`config.mk`:
```
export PLATFORM = sky130hd
export DESIGN_NAME = mbr_unit_flat
export DESIGN_NICKNAME = d
export VERILOG_FILES = /design/src/rtl/cpu_pkg.sv /design/src/rtl/mbr_unit_if.sv /design/src/rtl/mem_wait_timer.sv /design/src/rtl/mbr_unit.sv /design/src/flat_wrapper.sv
export SDC_FILE = /design/constraint.sdc
export NUM_CORES = 1
export LEC_CHECK = 0
export ABC_CLOCK_PERIOD_IN_PS = 1880
export CAP_MARGIN = 30
export CORE_UTILIZATION = 37
export DETAILED_ROUTE_END_ITERATION = 10
export GPL_TIMING_DRIVEN = 0
export PLACE_DENSITY_LB_ADDON = 0.15
export SYNTH_ARGS = -nofsm -noshare
export SYNTH_HDL_FRONTEND = slang
export SYNTH_SLANG_ARGS = --single-unit
export TNS_END_PERCENT = 10
```
`constraint.sdc`:
```
create_clock -name clk -period 1.88 [get_ports clk]
set_clock_uncertainty 0.05 [all_clocks]
set_input_delay 0.564 -clock clk [delete_from_list [all_inputs] [get_ports clk]]
set_output_delay 0.564 -clock clk [all_outputs]
set_load 0.02 [all_outputs]
```
`src/rtl/cpu_pkg.sv`:
```
// Shared CPU micro-op definitions: control-bus bit indices, MBR FSM encoding
// and the command decode used by the memory buffer register unit.
package cpu_pkg;

    localparam int CTRL_W     = 16;
    localparam int PC_INC_BIT = 0;
    localparam int MAR_LD_BIT = 1;
    localparam int IR_LD_BIT  = 2;
    localparam int MEM_RD_BIT = 3;
    localparam int MEM_WR_BIT = 4;
    localparam int LD_ACC_BIT = 5;
    localparam int ACC_LD_BIT = 6;
    localparam int ALU_EN_BIT = 7;
    localparam int BR_LD_BIT  = 8;

    localparam logic [CTRL_W-1:0] MBR_CMD_MASK = (16'd1 << MEM_RD_BIT)
                                               | (16'd1 << MEM_WR_BIT)
                                               | (16'd1 << LD_ACC_BIT);

    typedef enum logic [1:0] {
        MBR_IDLE = 2'd0,
        MBR_REQ  = 2'd1,
        MBR_DONE = 2'd2
    } mbr_state_e;

    typedef struct packed {
        logic rd;
        logic wr;
        logic ld;
    } mbr_cmd_t;

    // Read beats write, any memory command beats an accumulator load.
    function automatic mbr_cmd_t decode_mbr_cmd(input logic rd_bit,
                                                input logic wr_bit,
                                                input logic ld_bit);
        mbr_cmd_t cmd;
        cmd.rd = rd_bit;
        cmd.wr = wr_bit & ~rd_bit;
        cmd.ld = ld_bit & ~rd_bit & ~wr_bit;
        return cmd;
    endfunction

endpackage

```
`src/rtl/mbr_unit_if.sv`:
```
// Memory-side request/acknowledge bus of the MBR unit.
interface mbr_unit_if #(
    parameter int ADDR_W = 8,
    parameter int DATA_W = 16
);
    logic              mem_req;
    logic              mem_we;
    logic [ADDR_W-1:0] mem_addr;
    logic [DATA_W-1:0] mem_wdata;
    logic [DATA_W-1:0] mem_rdata;
    logic              mem_ack;

    modport master (
        output mem_req, mem_we, mem_addr, mem_wdata,
        input  mem_rdata, mem_ack
    );

    modport slave (
        input  mem_req, mem_we, mem_addr, mem_wdata,
        output mem_rdata, mem_ack
    );
endinterface

```
`src/rtl/mem_wait_timer.sv`:
```
// Saturating wait-cycle counter; flags the wait cycle on which the access
// would time out.
module mem_wait_timer #(
    parameter int TIMEOUT = 15
) (
    input  logic clk,
    input  logic rst_n,
    input  logic clr_i,
    input  logic inc_i,
    output logic expire_o
);
    localparam int                CNT_W = $clog2(TIMEOUT + 1);
    localparam logic [CNT_W-1:0] CNT_LAST = CNT_W'(TIMEOUT - 1);
    localparam logic [CNT_W-1:0] CNT_CAP  = CNT_W'(TIMEOUT);

    logic [CNT_W-1:0] cnt_q;
    logic [CNT_W-1:0] cnt_d;

    // Next count: clear on a new access, otherwise count up to the cap.
    always_comb begin
        cnt_d = cnt_q;
        if (clr_i) begin
            cnt_d = '0;
        end else if (inc_i && (cnt_q != CNT_CAP)) begin
            cnt_d = cnt_q + CNT_W'(1);
        end else begin
            cnt_d = cnt_q;
        end
    end

    // Counter register.
    always_ff @(posedge clk or negedge rst_n) begin
        if (!rst_n) begin
            cnt_q <= '0;
        end else begin
            cnt_q <= cnt_d;
        end
    end

    assign expire_o = inc_i && (cnt_q == CNT_LAST);

endmodule

```
`src/rtl/mbr_unit.sv`:
```
// Memory buffer register: issues one memory read/write per command, holds the
// MBR value for the BR load path and reports completion or timeout.
module mbr_unit
    import cpu_pkg::*;
#(
    parameter int ADDR_W  = 8,
    parameter int DATA_W  = 16,
    parameter int TIMEOUT = 15
) (
    input  logic              clk,
    input  logic              rst_n,
    input  logic [CTRL_W-1:0] control_signals,
    input  logic [ADDR_W-1:0] mar_addr,
    input  logic [DATA_W-1:0] acc_data,
    mbr_unit_if.master        mem,
    output logic [DATA_W-1:0] mbr2br,
    output logic              busy,
    output logic              done,
    output logic              err
);
    mbr_state_e        state_q;
    logic [DATA_W-1:0] mbr_q;
    logic [DATA_W-1:0] wdata_q;
    logic [ADDR_W-1:0] addr_q;
    logic              req_q;
    logic              we_q;
    logic              busy_q;
    logic              done_q;
    logic              err_q;

    mbr_cmd_t          cmd_s;
    logic              start_s;
    logic              tmr_inc_s;
    logic              expire_s;
    logic              unused_ctrl_s;

    // Command decode and wait-timer control.
    always_comb begin
        cmd_s     = decode_mbr_cmd(control_signals[MEM_RD_BIT],
                                   control_signals[MEM_WR_BIT],
                                   control_signals[LD_ACC_BIT]);
        start_s   = (state_q == MBR_IDLE) && (cmd_s.rd || cmd_s.wr);
        tmr_inc_s = (state_q == MBR_REQ) && !mem.mem_ack;
    end

    assign unused_ctrl_s = ^(control_signals & ~MBR_CMD_MASK);

    mem_wait_timer #(
        .TIMEOUT (TIMEOUT)
    ) u_wait_timer (
        .clk      (clk),
        .rst_n    (rst_n),
        .clr_i    (start_s),
        .inc_i    (tmr_inc_s),
        .expire_o (expire_s)
    );

    // Access sequencer with registered bus and status outputs.
    always_ff @(posedge clk or negedge rst_n) begin
        if (!rst_n) begin
            state_q <= MBR_IDLE;
            mbr_q   <= '0;
            wdata_q <= '0;
            addr_q  <= '0;
            req_q   <= 1'b0;
            we_q    <= 1'b0;
            busy_q  <= 1'b0;
            done_q  <= 1'b0;
            err_q   <= 1'b0;
        end else begin
            done_q <= 1'b0;
            err_q  <= 1'b0;
            case (state_q)
                MBR_IDLE: begin
                    if (cmd_s.rd || cmd_s.wr) begin
                        addr_q  <= mar_addr;
                        we_q    <= cmd_s.wr;
                        if (cmd_s.wr) begin
                            wdata_q <= mbr_q;
                        end
                        req_q   <= 1'b1;
                        busy_q  <= 1'b1;
                        state_q <= MBR_REQ;
                    end else if (cmd_s.ld) begin
                        mbr_q <= acc_data;
                    end
                end
                MBR_REQ: begin
                    // An ack on the last wait cycle still wins over the timeout.
                    if (mem.mem_ack) begin
                        if (!we_q) begin
                            mbr_q <= mem.mem_rdata;
                        end
                        req_q   <= 1'b0;
                        done_q  <= 1'b1;
                        state_q <= MBR_DONE;
                    end else if (expire_s) begin
                        req_q   <= 1'b0;
                        err_q   <= 1'b1;
                        state_q <= MBR_DONE;
                    end
                end
                MBR_DONE: begin
                    busy_q  <= 1'b0;
                    state_q <= MBR_IDLE;
                end
                default: begin
                    req_q   <= 1'b0;
                    busy_q  <= 1'b0;
                    state_q <= MBR_IDLE;
                end
            endcase
        end
    end

    assign mem.mem_req   = req_q;
    assign mem.mem_we    = we_q;
    assign mem.mem_addr  = addr_q;
    assign mem.mem_wdata = wdata_q;
    assign mbr2br        = mbr_q;
    assign busy          = busy_q;
    assign done          = done_q;
    assign err           = err_q;

endmodule

```
`src/flat_wrapper.sv`:
```
// flat-port wrapper written by rule: the top's interface ports become plain ports
module mbr_unit_flat import cpu_pkg::*;
#(
    parameter int ADDR_W  = 8,
    parameter int DATA_W  = 16,
    parameter int TIMEOUT = 15
)
  (clk, rst_n, control_signals, mar_addr, acc_data, mbr2br, busy, done, err, mem_mem_req, mem_mem_we, mem_mem_addr, mem_mem_wdata, mem_mem_rdata, mem_mem_ack);
  mbr_unit_if #(.ADDR_W(ADDR_W), .DATA_W(DATA_W)) mem_i ();
  input  logic clk;
  input  logic rst_n;
  input  logic [CTRL_W-1:0] control_signals;
  input  logic [ADDR_W-1:0] mar_addr;
  input  logic [DATA_W-1:0] acc_data;
  output logic [DATA_W-1:0] mbr2br;
  output logic busy;
  output logic done;
  output logic err;
  output wire logic [$bits(mem_i.mem_req)-1:0] mem_mem_req;
  output wire logic [$bits(mem_i.mem_we)-1:0] mem_mem_we;
  output wire logic [$bits(mem_i.mem_addr)-1:0] mem_mem_addr;
  output wire logic [$bits(mem_i.mem_wdata)-1:0] mem_mem_wdata;
  input wire logic [$bits(mem_i.mem_rdata)-1:0] mem_mem_rdata;
  input wire logic [$bits(mem_i.mem_ack)-1:0] mem_mem_ack;
  assign mem_mem_req = mem_i.mem_req;
  assign mem_mem_we = mem_i.mem_we;
  assign mem_mem_addr = mem_i.mem_addr;
  assign mem_mem_wdata = mem_i.mem_wdata;
  assign mem_i.mem_rdata = mem_mem_rdata;
  assign mem_i.mem_ack = mem_mem_ack;
  mbr_unit #(.ADDR_W(ADDR_W), .DATA_W(DATA_W), .TIMEOUT(TIMEOUT)) u_core (.clk(clk), .rst_n(rst_n), .control_signals(control_signals), .mar_addr(mar_addr), .acc_data(acc_data), .mem(mem_i), .mbr2br(mbr2br), .busy(busy), .done(done), .err(err));
endmodule
```
[Word-level counts from Yosys, hierarchy flattened]
Cells that the tools add are included.
Cells by class
  add/sub/neg operators: 1
  eq/ne operators: 10
  mux-type cells: 21
  bitwise logic cells: 7
  reduce and logical (&&, ||, !) cells: 15
Operator list (number)
  $mux 16: 4
  $pmux 16 s2: 1
  $mux 1: 8
  $mux 4: 2
  $ne 2x2->1 const B: 4
  $mux 2: 3
  $reduce_and 2->1: 3
  $reduce_and 3->1: 2
  $reduce_and 5->1: 1
  $add 4x1->4 const B: 1
  $eq 4x4->1 const B: 1
  $logic_and 1x1->1: 4
  $ne 4x4->1 const B: 1
  $not 1->1: 4
  $pmux 2 s2: 1
  $reduce_bool 2->1: 2
  $and 1x1->1: 3
  $ne 3x2->1 const B: 1
  $pmux 1 s3: 1
  $eq 2x1->1 const B: 1
  $eq 2x2->1 const B: 1
  $logic_not 2->1: 1
  $ne 2x1->1 const B: 1
  $pmux 1 s2: 1
  other kinds (2): 2
Storage, ports and cells
  register bits: 51
  input bits: 59
  output and inout bits: 45
  word-level logic and storage cells: 64

[Longest topological paths before layout]
Gate-level depths: netlist (run 1).
  word-level depth: 6
  depth in mapped cells: 5
  gate-level depth less buffers: 5

[Cells and area by module]
From an unflattened synthesis (run 1), not the netlist that was laid out.
Second synthesis, totals
  cell total of the unflattened synthesis: 153
  area, all modules: 2301.0 um^2
Modules (own cells, without submodules)
  mbr_unit: instances 1, cells an instance 130, area an instance 2040.7 um^2, seq. area each 1176.1 um^2
  mem_wait_timer: instances 1, cells an instance 23, area an instance 260.2 um^2, seq. area each 100.1 um^2

[Worst setup path after synthesis (run 1)]
OpenSTA, ideal clock, no wires.
  kind: input -> register
  from: in control_signals[3]
  to: reg u_core.mbr_q[10] (netlist: u_core.mbr2br[10])
  library setup time: 0.125 ns
  arrival: 1.684 ns
  data required time: 1.705 ns
  setup slack: 0.022 ns
  cell stages on the path: 4
  path buffers: 1
  cells stage by stage: or3b_1 -> o32ai_4 -> buf_6 -> mux2_2
On the way
  longest elaborated chain between the ends: 5
  elaborated cells on any way between the ends: 8
  classes of those cells: 2 x eq/ne; 4 x bitwise; 2 x reduce/logical
RTL lines
  start: declaration: RTL line flat_wrapper.sv:12  | input logic [CTRL_W-1:0] control_signals;
  $not 1->1: RTL line cpu_pkg.sv:38, cpu_pkg.sv:39
  $and 1x1->1 (on tied branches): RTL line cpu_pkg.sv:39, cpu_pkg.sv:38
  $and 1x1->1 / $logic_or 1x1->1 (equally long branches): RTL line cpu_pkg.sv:39, mbr_unit.sv:75
  $ne 2x1->1 (no source line) / $ne 2x2->1 (equally long branches)
  $reduce_and 5->1 (no source line) *
  end signal: assignment: RTL line mbr_unit.sv:85  | mbr_q <= acc_data;
  end signal: assignment: RTL line mbr_unit.sv:92  | mbr_q <= mem.mem_rdata;
  end: declaration: RTL line mbr_unit.sv:22  | logic [DATA_W-1:0] mbr_q;
Every way passes the cells marked *; elsewhere a longest branch is shown, timed or not.
A chain may end at the register's enable or synchronous reset.

[Final worst setup path (run 1)]
  from: in control_signals[3]
  to: reg u_core.mbr_q[7] (netlist: u_core.mbr2br[7])
The elaborated chain is that of the path after synthesis.

==> reports/metrics.yaml, run 1 <==
run_status:
  status: "finished clean"
global_routing:
  grt.overflow.total: 0
  grt_pass1_vias: 1568
  grt_usage: 0.165
  grt_max_degree: 31
  antenna_found_initial: 0
  grt_pass1_wl_um: 7800
flow_run:
  drv_cap: 0
clock_tree:
  clock_latency_ps: 300
  clock_path_buffers: 2
  cts_root_buffer: "clkbuf_8"
  numClockSinks: 51
  cts_buffers: 5
  clk_pin_slew_ps: 90
  htreeDepth: 2
  cts_tree: "done"
logic_synthesis:
  yosysTopAreaCell: "dfrtp_1"
  synth-edff-count: 0
  syn_nets: 210
  postSynthAreaPerCell_um2: 15.0
  synth-seq-cells: 51
  synth_top_flop_cell: "dfrtp_1"
  syn_area_um2: 2230
  synth.yosys.seq_area_share: 0.571
  synth_cells: 149
  async_flop_share: 1.00
  synth_top_cell_area_share: 0.571
  synthDistinctLibCells: 28
  yosysWarnings: 0
  ys_top_cells_by_area: "dfrtp_1 57%, mux2_2 28%, mux2i_1 1.8%"
sta:
  worst_slew_margin_rel: 0.669
  timing.final.max_slew_violations: 0
  grt_setup_unrepaired: "yes"
  fin_crit_sh: 0.980
  finalWorstSetupSlack_ps: 37.8
  hold_viol_final: 0
  fmax_mhz: 543
  period_needed_ps: 1840
  tightestPinTransition_ps: 496
  setup_violations: 0
setup_path:
  max_stage_delay_ps: 440
  start_kind: "primary input"
  worst-path-stages: 5
  endpoint_kind: "flop"
  cp.buffers_inverters: 2
  timing.rr.end: "u_core.mbr2br[7]"
  worstPathMaxFanout: 5
  cpMaxStageDelayCell: "or3b_4"
  crit_required_ps: 2020
  cp_cell_sequence: "clkdlybuf4s15_1 -> or3b_4 -> o32ai_4 -> buf_6 -> mux2_2"
  crit_arrival_ps: 1980
  rrSetupSlack_ps: 70
  cp_top_family: "buffers and inverters"
  setup.worst_path.start: "control_signals[3]"
  reg2reg_depth: 5
  crit_type: "in2reg"
  r2r-start: "u_core.state_q[1]"
route:
  wl_met3_um: 250
  wl_met1_um: 2180
  drt_iter0_markers: 57
  route.detailed.drc: 0
  highest_layer: "met4"
  dr_total_vias: 1543
  ant_nets: 0
  routedWlPerCell_um: 14.6
  dr.pass1.iters: 2
  wirelength_um: 4750
  met2_length_um: 2250
  viasPerCell: 4.75
final_layout:
  drive_above_1_share: 0.332
  final_net_count: 313
  n_antenna_cell: 0
  final_core_util: 0.595
  fin_area_um2: 3370
  layout_common_cells: "55 x mux2_2, 51 x dfrtp_1, 41 x clkdlybuf4s50_1, 41 x dlygate4sd2_1"
  final_common_cell: "mux2_2"
  finalNonFillerCells: 325
  syn_to_final_growth_pct: 51.0
floorplanning:
  rows: 27
  chipWidth_um: 79.7
  die_h_um: 79.7
  num_io_pins: 104
  dieArea_um2: 6350
  core_um2: 5680
  start_util: 0.394
power_and_ir_drop:
  total_power_mw: 5.38
  clockPowerShare: 0.144
  power_switching_mw: 1.97
  p_seq_frac: 0.353
  p_leak_nw: 1.58
  swShare: 0.365
  internal_power_mw: 3.42
  peakVddDrop_mv: 0.730
  p_per_area_nw_per_um2: 1590
  p_comb_frac: 0.502
place:
  dp_cells: 312
  gp_congestion: 0.803
  dp_hpwl_um: 3510
  dp_slack_ps: -747
  place_area_um2: 3240
  io_buffers: 90
hold_path:
  hp-class: "in2async"
-- state kept, by name, summed over array words and instances (netlist names) --
signal and count:
u_core.err 1, u_core.state_q 2, u_core.mem.mem_addr 8, u_core.busy 1, u_core.done 1, u_core.mem.mem_we 1
u_core.mem.mem_wdata 16, u_core.mbr2br 16, u_core.u_wait_timer.cnt_q 4, u_core.mem.mem_req 1
-- how the worst max path moves through the flow --
stage / endpoint / slack, ps
floorplan: u_core.mbr2br[10] / 20
global placement: u_core.mbr2br[11] / -1320
detailed placement: u_core.mbr2br[7] / -750
CTS: mem_mem_wdata[9] / 3
global route: u_core.mbr2br[5] / -2
finish: u_core.mbr2br[7] / 40
-- power groups by stage --
stage / sequential (mW) / clock, mW / combinational [mW]
after floorplan: 2.51 / 0 / 1.07
after global placement: 1.93 / 0 / 2.95
after detailed placement: 1.95 / 0 / 2.98
after CTS: 1.92 / 0.803 / 2.77
after global routing: 1.99 / 0.848 / 2.90
final: 1.90 / 0.776 / 2.70
-- repair_timing --
action / 4_1_cts / 5_1_grt
hold buffers: 0 / 0
resized for setup: 48 / 7
cloned: 1 / 0
setup buffers: 4 / 0
pin swaps: 2 / 0
setup endpoints to repair: 71 / 10
-- synthesized netlist by cell type, types with 2 or more instances --
cell type and number:
mux2_2 56, buf_6 2, and3_1 2, inv_1 3, o21ai_0 5, o31ai_1 2, ha_1 2, mux2i_1 4
dfrtp_1 51, nor2_1 4
-- final cells by class --
class / instances / area [um^2]
buffer: 6 / 52.6
multi-input combinational: 89 / 902
clock inverter: 2 / 35.0
fill: 481 / 2300
tap: 72 / 90.1
inverter: 3 / 11.3
clock buffer: 6 / 82.6
sequential: 51 / 1280
timing repair buffer: 96 / 925
-- logic make-up (layout without fill, tap and decap cells) --
logic type	count (synthesis)	count (layout)	synth area share
muxes	60	60	0.300
AOI/OAI and AO/OA	10	10	0.0375
DFF	51	51	0.571
and+or+nand+nor	17	17	0.0521
adders and majority gates	2	2	0.0112
buffers and inverters	9	113	0.0280
-- metal layers --
layer	up-vias	GRT usage
met2	50	0.259
met5	-	0
met4	0	0.0655
met3	8	0.0377
li1	743	-
met1	742	0.219
-- per-stage QoR --
| stage | setup TNS, ps | hold WS, ps |
|---|---|---|
| after floorplan | 0 | 218 |
| after global placement | -87110 | 419 |
| after detailed placement | -19630 | 432 |
| after CTS | 0 | 171 |
| after global routing | -2.37 | 197 |
| final | 0 | 165 |
(Power assumes the default switching activity.)
==> run 2: changes to the inputs <==
--- a/config.mk
+++ b/config.mk
@@ -5,13 +5,14 @@
 export SDC_FILE = /design/constraint.sdc
 export NUM_CORES = 1
 export LEC_CHECK = 0
+export ABC_AREA = 1
 export ABC_CLOCK_PERIOD_IN_PS = 1880
 export CAP_MARGIN = 30
-export CORE_UTILIZATION = 37
+export CORE_UTILIZATION = 38
 export DETAILED_ROUTE_END_ITERATION = 10
 export GPL_TIMING_DRIVEN = 0
 export PLACE_DENSITY_LB_ADDON = 0.15
 export SYNTH_ARGS = -nofsm -noshare
 export SYNTH_HDL_FRONTEND = slang
 export SYNTH_SLANG_ARGS = --single-unit
-export TNS_END_PERCENT = 10
+export TNS_END_PERCENT = 50
==> reports/metrics.yaml, run 2 <==
run_status:
  status: "finished clean"  # unchanged
sta:
  fmax_mhz: 577  # was 543 MHz
  fin_crit_sh: 0.923  # was 0.980
  setup_violations: 0  # unchanged
  tightestPinTransition_ps: 491  # was 496 ps
  worst_slew_margin_rel: 0.673  # was 0.669
  hold_viol_final: 0  # unchanged
  period_needed_ps: 1730  # was 1840 ps
  timing.final.max_slew_violations: 0  # unchanged
  fin_setup_tns_ps: 0  # unchanged
  grt_setup_unrepaired: "no"  # was yes
final_layout:
  final_net_count: 450  # was 313
  nFillCells: 613  # was 481
  syn_to_final_growth_pct: 44.5  # was 51.0%
  n_antenna_cell: 0  # unchanged
  fin_area_um2: 3420  # was 3370 um^2
  multi_input_area_um2: 960  # was 902 um^2
  final_common_cell: "nand2_1"  # was mux2_2
  finalNonFillerCells: 465  # was 325
  drive_above_1_share: 0.0821  # was 0.332
  ff_latch_area_um2: 1280  # unchanged
  final_core_util: 0.575  # was 0.595
  layout_common_cells: "140 x nand2_1, 59 x nand3_1, 51 x dfrtp_1, 44 x clkdlybuf4s50_1, 43 x dlygate4sd2_1"  # was 55 x mux2_2, 51 x dfrtp_1, 41 x clkdlybuf4s50_1, 41 x dlygate4sd2_1
floorplanning:
  num_io_pins: 104  # unchanged
  chipWidth_um: 81.0  # was 79.7 um
  dieArea_um2: 6560  # was 6350 um^2
  die_h_um: 81.0  # was 79.7 um
  core_um2: 5960  # was 5680 um^2
  rows: 28  # was 27
  start_util: 0.398  # was 0.394
setup_path:
  max_stage_delay_ps: 520  # was 440 ps
  endpoint_kind: "flop"  # unchanged
  reg2reg_depth: 8  # was 5
  rrSetupSlack_ps: 460  # was 70 ps
  crit_arrival_ps: 1900  # was 1980 ps
  worstPathMaxFanout: 10  # was 5
  cpMostUsedCell: "nand2_1"
  crit_required_ps: 2040  # was 2020 ps
  start_kind: "primary input"  # unchanged
  crit_type: "in2reg"  # unchanged
  cpMaxStageDelayCell: "clkdlybuf4s50_1"  # was or3b_4
  cp.buffers_inverters: 3  # was 2
  worst-path-stages: 7  # was 5
  r2r-start: "u_core.state_q[0]"  # was u_core.state_q[1]
  timing.rr.end: "u_core.mbr2br[14]"  # was u_core.mbr2br[7]
  setup.worst_path.start: "control_signals[4]"  # was control_signals[3]
  worstSetupEndpoint: "u_core.mem.mem_wdata[5]"  # was u_core.mbr2br[7]
  cp_top_family: "buffers and inverters"  # unchanged
  cp_cell_sequence: "clkdlybuf4s50_1 -> inv_1 -> nor2_4 -> nand2_2 -> buf_2 -> nand2_1 -> nand2_1"  # was clkdlybuf4s15_1 -> or3b_4 -> o32ai_4 -> buf_6 -> mux2_2
logic_synthesis:
  postSynthAreaPerCell_um2: 8.14  # was 15.0 um^2
  synth.yosys.seq_area_share: 0.539  # was 0.571
  syn_nets: 352  # was 210
  synth_cells: 291  # was 149
  post-synth-top-count-cell: "nand2_1"  # was mux2_2
  yosysWarnings: 0  # unchanged
  ys_top_cells_by_count: "140 x nand2_1, 59 x nand3_1, 51 x dfrtp_1, 9 x inv_1"  # was 56 x mux2_2, 51 x dfrtp_1, 5 x o21ai_0, 4 x mux2i_1, 4 x nor2_1
  synthDistinctLibCells: 18  # was 28
  synth-edff-count: 0  # unchanged
  synth-seq-cells: 51  # unchanged
  synth_top_flop_cell: "dfrtp_1"  # unchanged
  ys_top_cells_by_area: "dfrtp_1 54%, nand2_1 22%, nand3_1 12%"  # was dfrtp_1 57%, mux2_2 28%, mux2i_1 1.8%
  synth_top_cell_area_share: 0.539  # was 0.571
  yosysTopAreaCell: "dfrtp_1"  # unchanged
  syn_area_um2: 2370  # was 2230 um^2
  async_flop_share: 1.00  # unchanged
power_and_ir_drop:
  internal_power_mw: 2.92  # was 3.42 mW
  peakVddDrop_mv: 0.881  # was 0.730 mV
  p_per_area_nw_per_um2: 1580  # was 1590 nW/um^2
  p_seq_frac: 0.356  # was 0.353
  clockPowerShare: 0.121  # was 0.144
  p_comb_frac: 0.524  # was 0.502
  swShare: 0.461  # was 0.365
  p_leak_nw: 1.93  # was 1.58 nW
  power_switching_mw: 2.50  # was 1.97 mW
place:
  dp_hpwl_um: 4540  # was 3510 um
  gp_congestion: 0.767  # was 0.803
  dp_cells: 457  # was 312
  place_area_um2: 3380  # was 3240 um^2
  io_buffers: 90  # unchanged
clock_tree:
  cts-hold-fix-buffers: 0  # unchanged
  cts_buffers: 5  # unchanged
  numClockSinks: 51  # unchanged
  htreeDepth: 2  # unchanged
  cts_root_buffer: "clkbuf_8"  # unchanged
  cts_setup_buffers: 0  # was 4
  clk_pin_slew_ps: 100  # was 90 ps
  cts_tree: "done"  # unchanged
  clock_path_buffers: 2  # unchanged
  clock_latency_ps: 310  # was 300 ps
hold_path:
  hp-class: "in2async"  # unchanged
global_routing:
  antenna_found_initial: 0  # unchanged
  grt_usage: 0.201  # was 0.165
  grt_max_degree: 32  # was 31
  grt_pass1_vias: 2139  # was 1568
  grt.overflow.total: 0  # unchanged
  grt_pass1_wl_um: 9920  # was 7800 um
route:
  dr_total_vias: 2279  # was 1543
  wl_met1_um: 2610  # was 2180 um
  viasPerCell: 4.90  # was 4.75
  wl_met3_um: 470  # was 250 um
  drt_iter0_markers: 130  # was 57
  met2_length_um: 2960  # was 2250 um
  dr.pass1.iters: 4  # was 2
  highest_layer: "met4"  # unchanged
  ant_nets: 0  # unchanged
  routedWlPerCell_um: 13.1  # was 14.6 um
  route.detailed.drc: 0  # unchanged
  wirelength_um: 6110  # was 4750 um
flow_run:
  drv_cap: 0  # unchanged
## run 2: timing repair
item,CTS,global route
endpoints found under the hold margin,0,0
setup endpoints to repair,43,2
resized for setup,43,2
## run 2: per-stage QoR
stage	power (mW)	hold slack, ps	worst slack, ps
6_report	5.42	152	146
3_3_place_gp	5.06	403	-1340
2_1_floorplan	3.72	218	576
4_1_cts	5.48	149	6.40
3_5_place_dp	5.14	409	-215
5_1_grt	5.86	160	46.8
## run 2: how the worst min path moves through the flow
stage,start,to,slack [ps],depth (start not counted)
after detailed placement,u_core.mem.mem_wdata[11],u_core.mem.mem_wdata[11],410,2
after global routing,rst_n,u_core.mbr2br[6],160,1
after CTS,rst_n,u_core.mem.mem_wdata[15],150,1
after global placement,u_core.mem.mem_wdata[14],u_core.mem.mem_wdata[14],400,2
after floorplan,rst_n,u_core.busy,220,0
final,rst_n,u_core.mem.mem_wdata[11],150,1
## run 2: metal layers
layer / vias to the layer above / GRT usage
met3: 7 / 0.0584
met4: 0 / 0.0536
li1: 1121 / -
met1: 1079 / 0.245
met2: 72 / 0.345
met5: - / 0
## run 2: power by group through the flow
stage	combinational (mW)	sequential, mW	clock (mW)
5_1_grt	3.16	1.98	0.715
2_1_floorplan	1.26	2.46	0
4_1_cts	2.88	1.92	0.675
3_5_place_dp	3.19	1.96	0
3_3_place_gp	3.13	1.94	0
6_report	2.84	1.93	0.655
## run 2: cells by family (layout without fill, tap and decap cells)
| logic type | Yosys count | count (layout) | synth area share |
|---|---|---|---|
| fa+ha+maj | 2 | 2 | 0.0106 |
| simple gates | 213 | 213 | 0.387 |
| compound gates | 1 | 1 | 0.00370 |
| buf+inv | 23 | 122 | 0.0565 |
| xor+xnor | 1 | 1 | 0.00370 |
| flops | 51 | 51 | 0.539 |
## run 2: area by class of cell
type,instances,share of cell area
multi-input cells,217,0.280
flip-flops and latches,51,0.373
well taps,75,0.0274
inverters,10,0.0110
repair buffers,91,0.253
plain buffers,13,0.0281
clock inverters,3,0.00694
clock buffers,5,0.0201
==> run 3: changes to the inputs <==
--- a/config.mk
+++ b/config.mk
@@ -8,6 +8,7 @@
 export ABC_AREA = 1
 export ABC_CLOCK_PERIOD_IN_PS = 1880
 export CAP_MARGIN = 30
+export CORE_MARGIN = 2
 export CORE_UTILIZATION = 38
 export DETAILED_ROUTE_END_ITERATION = 10
 export GPL_TIMING_DRIVEN = 0
==> reports/metrics.yaml, run 3 (synthesis results as in run 2) <==
power_and_ir_drop:
  p_leak_nw: 1.91  # was 1.93 nW
  peakVddDrop_mv: 0.807  # was 0.881 mV
  p_per_area_nw_per_um2: 1600  # was 1580 nW/um^2
  clockPowerShare: 0.138  # was 0.121
  p_seq_frac: 0.350  # was 0.356
  internal_power_mw: 3.05  # was 2.92 mW
  power_switching_mw: 2.45  # was 2.50 mW
  total_power_mw: 5.50  # was 5.42 mW
  p_comb_frac: 0.512  # was 0.524
  swShare: 0.445  # was 0.461
setup_path:
  cp_cell_sequence: "clkdlybuf4s50_1"  # was clkdlybuf4s50_1 -> inv_1 -> nor2_4 -> nand2_2 -> buf_2 -> nand2_1 -> nand2_1
  max_stage_delay_ps: 590  # was 520 ps
  endpoint_kind: "output port"  # was flop
  timing.rr.end: "u_core.mbr2br[14]"  # unchanged
  start_kind: "flop"  # was primary input
  crit_type: "reg2out"  # was in2reg
  cp.buffers_inverters: 1  # was 3
  crit_required_ps: 1270  # was 2040 ps
  cp_top_family: "buffers and inverters"  # unchanged
  crit_arrival_ps: 1220  # was 1900 ps
  cpMaxStageDelayCell: "clkdlybuf4s50_1"  # unchanged
  r2r-start: "u_core.state_q[1]"  # was u_core.state_q[0]
  rrSetupSlack_ps: 490  # was 460 ps
  worstPathMaxFanout: 1  # was 10
  reg2reg_depth: 8  # unchanged
route:
  wirelength_um: 6140  # was 6110 um
  dr.pass1.iters: 4  # unchanged
  dr_total_vias: 2228  # was 2279
  ant_nets: 0  # unchanged
  route.detailed.drc: 0  # unchanged
  routedWlPerCell_um: 13.2  # was 13.1 um
  viasPerCell: 4.79  # was 4.90
  drt_iter0_markers: 97  # was 130
clock_tree:
  cts_buffers: 5  # unchanged
  clock_path_buffers: 2  # unchanged
  cts_tree: "done"  # unchanged
  numClockSinks: 51  # unchanged
  cts_root_buffer: "clkbuf_8"  # unchanged
  cts_setup_buffers: 0  # unchanged
  htreeDepth: 2  # unchanged
  clk_pin_slew_ps: 90  # was 100 ps
  clock_latency_ps: 290  # was 310 ps
floorplanning:
  num_io_pins: 104  # unchanged
  chipWidth_um: 83.0  # was 81.0 um
  dieArea_um2: 6880  # was 6560 um^2
  core_um2: 5990  # was 5960 um^2
  rows: 28  # unchanged
  die_h_um: 83.0  # was 81.0 um
  start_util: 0.396  # was 0.398
flow_run:
  drv_cap: 0  # unchanged
place:
  io_buffers: 90  # unchanged
  dp_cells: 457  # unchanged
  dp_slack_ps: -173  # was -215 ps
  gp_congestion: 0.765  # was 0.767
  place_area_um2: 3380  # unchanged
  dp_hpwl_um: 4660  # was 4540 um
sta:
  finalWorstSetupSlack_ps: 43.8  # was 146 ps
  period_needed_ps: 1840  # was 1730 ps
  timing.final.max_slew_violations: 0  # unchanged
  setup_violations: 0  # unchanged
  fmax_mhz: 545  # was 577 MHz
  fin_setup_tns_ps: 0  # unchanged
  fin_crit_sh: 0.977  # was 0.923
  tightestPinTransition_ps: 580  # was 491 ps
  worst_slew_margin_rel: 0.613  # was 0.673
  hold_ws_ps: 200  # was 152 ps
  grt_setup_unrepaired: "no"  # unchanged
  hold_viol_final: 0  # unchanged
final_layout:
  n_antenna_cell: 0  # unchanged
  final_net_count: 450  # unchanged
  layout_common_cells: "140 x nand2_1, 59 x nand3_1, 51 x dfrtp_1, 46 x clkdlybuf4s50_1, 43 x dlygate4sd2_1"  # was 140 x nand2_1, 59 x nand3_1, 51 x dfrtp_1, 44 x clkdlybuf4s50_1, 43 x dlygate4sd2_1
  final_core_util: 0.574  # was 0.575
  drive_above_1_share: 0.0821  # unchanged
  finalNonFillerCells: 465  # unchanged
  fin_area_um2: 3440  # was 3420 um^2
  final_common_cell: "nand2_1"  # unchanged
  syn_to_final_growth_pct: 45.1  # was 44.5%
global_routing:
  grt.overflow.total: 0  # unchanged
  grt_max_degree: 28  # was 32
  grt_pass1_wl_um: 10500  # was 9920 um
  grt_usage: 0.184  # was 0.201
  antenna_found_initial: 0  # unchanged
  grt_pass1_vias: 2216  # was 2139
run_status:
  status: "finished clean"  # unchanged
hold_path:
  hp-class: "in2async"  # unchanged
## run 3: cell types whose count changed in the layout (fill, tap and decap cells not counted), sizes merged
cell           delta
clkinvlp          -2
inv               -1
clkdlybuf4s50     +2
dlymetal6s2s      -2
bufinv            +1
clkinv            +2
## run 3: final cells by class
type	instances	area (um^2)
clock inverter	3	43.8
tap	75	93.8
fill	598	2550
buffer	13	96.3
multi-input combinational	217	960
clock buffer	5	68.8
sequential	51	1280
inverter	10	37.5
timing repair buffer	91	862
## run 3: worst max path at each step
stage / from / endpoint / slack (ps) / cells after the start
final: u_core.done / done / 40 / 1
after global routing: u_core.done / done / 0.9 / 1
after CTS: u_core.done / done / 30 / 1
after detailed placement: control_signals[4] / u_core.mem.mem_wdata[0] / -170 / 7
after global placement: rst_n / u_core.mem.mem_addr[6] / -1330 / 1
after floorplan: control_signals[3] / u_core.mbr2br[10] / 580 / 7
## run 3: power groups by stage
stage	Clock (mW)	Sequential [mW]	Combinational, mW
after detailed placement	0	1.96	3.18
after CTS	0.782	1.93	2.87
after floorplan	0	2.46	1.26
after global routing	0.822	2.00	3.12
after global placement	0	1.94	3.11
final	0.757	1.93	2.82
## run 3: repair_timing
item | CTS | global route
hold buffers | 0 | 0
gates resized for setup | 43 | 0
setup endpoints to repair | 43 | 0
## run 3: per-layer routing
layer | vias up | share of wire | global-route usage
li1 | 1119 | - | -
met5 | - | 0 | 0
met1 | 1033 | 0.44 | 0.234
met4 | 0 | 0.010 | 0.0462
met2 | 71 | 0.48 | 0.309
met3 | 5 | 0.071 | 0.0517
